<file path="config.mk">
export PLATFORM = sky130hd
export DESIGN_NAME = fetch_queue
export DESIGN_NICKNAME = d
export VERILOG_FILES = /design/src/rtl/fetch_queue.sv
export SDC_FILE = /design/constraint.sdc
export NUM_CORES = 1
export LEC_CHECK = 0
export CORE_ASPECT_RATIO = 1.5
export CORE_UTILIZATION = 32
export DETAILED_ROUTE_END_ITERATION = 12
export PLACE_DENSITY = 0.54
export SLEW_MARGIN = 20
export SYNTH_ARGS = -nofsm -noshare
export SYNTH_HDL_FRONTEND = slang
export SYNTH_SLANG_ARGS = --single-unit
export TNS_END_PERCENT = 100
</file>
<file path="constraint.sdc">
create_clock -name clk -period 7.3 [get_ports clk]
set_input_delay 1.46 -clock clk [delete_from_list [all_inputs] [get_ports clk]]
set_output_delay 1.46 -clock clk [all_outputs]
set_load 0.1 [all_outputs]
</file>
<file path="src/rtl/fetch_queue.sv">
// fetch_queue: two-wide circular instruction buffer between fetch and decode.
// Define FETCH_QUEUE_BYPASS_EN to let an empty queue forward valid_in straight to the outputs.
`default_nettype none

module fetch_queue #(
  parameter int WIDTH = 32,
  parameter int DEPTH = 8
) (
  input  logic                    clk,
  input  logic                    rst,
  input  logic [1:0]              valid_in,
  input  logic [1:0][WIDTH-1:0]   pc_in,
  input  logic [1:0][WIDTH-1:0]   instr_in,
  output logic                    ready_out,
  output logic [1:0]              valid_out,
  output logic [1:0][WIDTH-1:0]   pc_out,
  output logic [1:0][WIDTH-1:0]   instr_out,
  input  logic [1:0]              deq_cnt,
  input  logic                    flush,
  output logic [$clog2(DEPTH):0]  count
);

  localparam int PW = $clog2(DEPTH);
  localparam int CW = PW + 1;

  logic [PW-1:0]         head_q, head_d, tail_q, tail_d, head_p1;
  logic [CW-1:0]         count_q, count_d, avail;
  logic [WIDTH-1:0]      pc_mem    [DEPTH];
  logic [WIDTH-1:0]      instr_mem [DEPTH];

  logic [1:0][WIDTH-1:0] cpc, cinstr;
  logic [1:0]            enq, deq_req, deq, skip, wr_n;
  logic                  byp;
  logic [1:0]            wr_en;
  logic [1:0][PW-1:0]    wr_addr;
  logic [1:0][WIDTH-1:0] wr_pc, wr_instr;

  assign ready_out = (count_q <= CW'(DEPTH - 2));
  assign count     = count_q;

  // Compaction: the oldest valid slot always lands in compacted slot 0.
  assign cpc[0]    = valid_in[0] ? pc_in[0]    : pc_in[1];
  assign cpc[1]    = pc_in[1];
  assign cinstr[0] = valid_in[0] ? instr_in[0] : instr_in[1];
  assign cinstr[1] = instr_in[1];

  assign enq     = ready_out ? ({1'b0, valid_in[0]} + {1'b0, valid_in[1]}) : 2'd0;
  assign deq_req = (deq_cnt == 2'd3) ? 2'd2 : deq_cnt;

`ifdef FETCH_QUEUE_BYPASS_EN
  assign byp = (count_q == '0) && !flush;
`else
  assign byp = 1'b0;
`endif

  // While bypassing, decode consumes compacted slots directly; only the rest is stored.
  assign avail = count_q + (byp ? CW'(enq) : '0);
  assign deq   = (CW'(deq_req) > avail) ? avail[1:0] : deq_req;
  assign skip  = byp ? deq : 2'd0;
  assign wr_n  = flush ? 2'd0 : (enq - skip);

  always_comb begin
    for (int k = 0; k < 2; k++) begin
      wr_en[k]    = (2'(k) < wr_n);
      wr_addr[k]  = tail_q + PW'(k);
      wr_pc[k]    = cpc[skip[0] | 1'(k)];
      wr_instr[k] = cinstr[skip[0] | 1'(k)];
    end
  end

  always_comb begin
    head_d  = head_q;
    tail_d  = tail_q;
    count_d = count_q;
    if (flush) begin
      head_d  = '0;
      tail_d  = '0;
      count_d = '0;
    end else begin
      head_d  = head_q + (byp ? '0 : PW'(deq));
      tail_d  = tail_q + PW'(wr_n);
      count_d = count_q + CW'(wr_n) - (byp ? '0 : CW'(deq));
    end
  end

  always_ff @(posedge clk or negedge rst) begin
    if (!rst) begin
      head_q  <= '0;
      tail_q  <= '0;
      count_q <= '0;
    end else begin
      head_q  <= head_d;
      tail_q  <= tail_d;
      count_q <= count_d;
    end
  end

  always_ff @(posedge clk) begin
    for (int k = 0; k < 2; k++) begin
      if (wr_en[k]) begin
        pc_mem[wr_addr[k]]    <= wr_pc[k];
        instr_mem[wr_addr[k]] <= wr_instr[k];
      end
    end
  end

  assign head_p1 = head_q + PW'(1);

  always_comb begin
    valid_out    = {count_q >= CW'(2), count_q != '0};
    pc_out[0]    = pc_mem[head_q];
    pc_out[1]    = pc_mem[head_p1];
    instr_out[0] = instr_mem[head_q];
    instr_out[1] = instr_mem[head_p1];
    if (byp) begin
      valid_out = (enq == 2'd2) ? 2'b11 : ((enq == 2'd1) ? 2'b01 : 2'b00);
      pc_out    = cpc;
      instr_out = cinstr;
    end
  end

endmodule

`default_nettype wire

</file>
==> metrics.md <==
| Metric | Value |
|---|---|
| Required time reported for the critical path endpoint | `5.84 ns` |
| Final count of pins violating max slew | `0` |
| Netlist area before placement | `30700 um2` |
| Final wirelength | `97300 um` |
| Starting Density | `0.324` |
| Largest cells by area after synthesis | `edfxtp_1 50%, mux2_2 26%, mux4_2 19%` |
| Cts bufs inserted | `55` |
| Nature of the critical path endpoint | `output port` |
| Static power due to leakage | `11.5 nW` |
| Layout cells sized above 1 | `0.549` |
| Final non-filler cell total | `3264` |
| Number of buffers added for setup after CTS | `0` |
| H-tree levels | `2` |
| Commonest cells post-synth | `704 x mux2_2, 512 x edfxtp_1, 256 x mux4_2, 51 x clkbuf_1, 43 x buf_2` |
| Count of routing violations after the opening detailed-route iteration | `1064` |
| Die Footprint | `97300 um2` |
| CORE AREA | `94800 um2` |
| DRC | `0` |
| Number of register bits inferred by synthesis | `522` |
| Final total negative setup slack | `0 ns` |
| Number of endpoints failing setup at the final stage | `0` |
| Number of buffer and inverter stages on the critical path | `2` |
| CTS Buffer Depth | `3` |
| RSZ-0062 raised after global routing | `false` |
| Total power | `15.9 mW` |
| Proportion of synthesized chip area in sequential cells | `0.509` |
| Clock slew at reported path FFs | `0.06 ns` |
| Worst hold path startpoint | `tail_q[2]` |
| Util after Layout | `0.387` |
| Count of cells resized by post-cts repair | `0` |
| Fraction of post-synthesis cell area in the top cell type by area | `0.501` |
| Crit Path Max Fanout | `49` |
| Worst hold path depth | `2` |
| Hold-critical path endpoint | `tail_q[2]` |
| Latest clock arrival within the worst-skew pair | `0.64 ns` |
| Clock Sinks | `522` |
| Slack of the worst reg-to-reg path | `3.03 ns` |
| First-pass GRT wire length | `141000 um` |
| Number of iterations in the first detailed-routing pass | `6` |
| Adder-cell share of the synthesized area | `0.00831` |
| Top achievable clock speed | `168 MHz` |
| Origin of the critical flop-to-flop path | `tail_q[0]` |
| Number of nets with antenna violations after routing | `0` |
| Data arrival time of the worst path | `4.48 ns` |
| CP top delay family | `buffers and inverters` |
| Worst reg2reg path endpoint | `pc_mem[1][22]` |
| Max_cap viols | `0` |
| Crit Path Category | `register to output port` |
| Number of placed instances with taps included | `3164` |
| Die Wd | `255 um` |
| Via density per instance | `5.56` |
| Number of antenna violations at the first check in global routing | `8` |
| Number of global-route vias before repair | `19976` |
| Critical path startpoint | `head_q[0]` |
| Most used standard cell by instance count after synthesis | `mux2_2` |
| Footprint of the multi-input gates | `14600 um2` |
| Register cell area after layout | `15600 um2` |
| Overall Global Routing Usage | `0.200` |
| Final Wtd Congestion | `0.751` |
| Fin worst setup slack | `1.36 ns` |
| Slew margin rel. | `0.224` |
| Fin Clk Skew | `0.0126 ns` |
| Worst min-delay path category | `register to register` |
| Worst setup slack after placement | `1.94 ns` |
| Worst path cell trace | `ha_4 > xor2_4 > buf_4 > mux2_2 > clkdlybuf4s50_1` |
| Buffer type at the clock tree root | `clkbuf_16` |
| Count of vias placed by the detailed router | `18153` |
| Crit path launch type | `register` |
| Delay contributed by the slowest stage of the critical path | `1.26 ns` |
| Final layout net count | `2114` |
| Die Span Y | `381 um` |
| Per-cell routed wire length | `29.8 um` |
| Largest family of logic cells by synthesized area | `multiplexers` |
| Power density over cell area | `435 nW/um2` |
| Fraction of the mapped netlist area in compound gates | `0.00534` |
| Number of hold buffers added after cts | `0` |
| Final clock period utilization by the worst path | `0.813` |
| Result of the run | `finished, final reports clean` |
| Number of placed I/O pins | `270` |
| Pin slew with the least headroom to its limit | `1.16 ns` |
| CP max-delay cell | `clkdlybuf4s50_1` |
| Distinct cell type count of the synthesized netlist | `37` |
| Number of enable flip-flop cells after synthesis | `512` |
| Biggest area consumer among synthesized cells | `edfxtp_1` |
| CTS tree | `done` |
| Fraction of registers with async set/reset | `0.0192` |
| Detailed-placement wirelength estimate | `58300 um` |
| Count of port buffers added during placement | `269` |
| Filler instances | `8644` |
| Count of yosys warnings during synthesis | `0` |
| Core Rows | `138` |
| Mux contribution to synthesized area | `0.446` |
| Post-Synthesis Mean Instance Area | `17.8 um2` |
| Number of cells on the worst reg-to-reg path | `6` |
| Number of hold-slack violations in the final timing report | `0` |
| Worst vdd ir | `0.539 mV` |
| Post-route minimum period | `5.94 ns` |
| Maximum number of pins on one net before global-route repair | `120` |
| Most used DFF post-synth | `edfxtp_1` |
| Instance count of the mapped netlist | `1721` |
| Area share of and/or/nand/nor cells after synthesis | `0.00888` |
| Post-Syn Nets | `1874` |
| Total congestion overflow | `0` |
| Parity-gate share of the synthesized area counting xor and xnor cells | `0.00171` |
| Area growth syn-to-layout | `19.4%` |
## registers in the layout (all words and copies together), names as in the netlist
name	count
count	4
tail_q	3
pc_mem	256
head_q	3
instr_mem	256
## power breakdown
part	total (mW)	switching [mW]	internal [mW]	leakage (nW)
sequential	3.68	0.191	3.49	4.76
clock	2.70	1.22	1.48	0.802
combinational	9.56	6.51	3.05	5.99
total	15.9	7.92	8.02	11.5
## final cells by class
| class | count | share of cell area |
|---|---|---|
| inverters | 9 | 0.000922 |
| diodes | 2 | 0.000137 |
| clock buffers | 66 | 0.0387 |
| clock inverters | 32 | 0.00642 |
| well taps | 1260 | 0.0430 |
| multi-input cells | 1060 | 0.399 |
| repair buffers | 313 | 0.0855 |
| flip-flops and latches | 522 | 0.427 |
## per-layer routing
layer / share of wire / vias to the layer above / track usage
li1: - / 7682 / -
met2: 0.52 / 547 / 0.360
met5: 0.00034 / - / 0
met1: 0.41 / 9788 / 0.247
met3: 0.043 / 130 / 0.0254
met4: 0.028 / 6 / 0.0604
## worst min-delay path, stage by stage, from the launching register on
cell,delay (ns)
dfrtp_1,0.51
xnor2_1,0.22
nor2_1,0.04
## layout by cell type, fill, tap and decap left out, drive strengths merged, types with 6 or more instances in the layout
master,n
edfxtp,512
dfrtp,10
mux4,256
nand2,8
clkinv,23
clkbuf,66
mux2,704
nor2b,9
ha,14
buf,45
clkdlybuf4s50,268
a21oi,6
nand3,9
nor2,17
inv,12
## cell families after synthesis
| family | Yosys count |
|---|---|
| xor+xnor | 6 |
| flops | 522 |
| compound gates | 23 |
| mux | 961 |
| buf+inv | 139 |
| fa+ha+maj | 18 |
| simple gates | 52 |
## worst max path at each step
stage	endpoint	slack [ns]	cells past startpoint
after floorplan	instr_mem[5][0]	1.39	5
final	pc_out[56]	1.36	5
after CTS	pc_out[56]	1.24	5
after global placement	pc_out[56]	1.95	5
after global routing	pc_out[57]	1.21	5
after detailed placement	pc_out[56]	1.94	5
## stage by stage
step / area [um2] / hold WS, ns
after floorplan: 30700 / 0.612
after global placement: 35000 / 0.764
after detailed placement: 35000 / 0.785
after CTS: 36700 / 0.801
after global routing: 36700 / 0.859
final: 36700 / 0.807
Power figures use the tool's default switching activity.
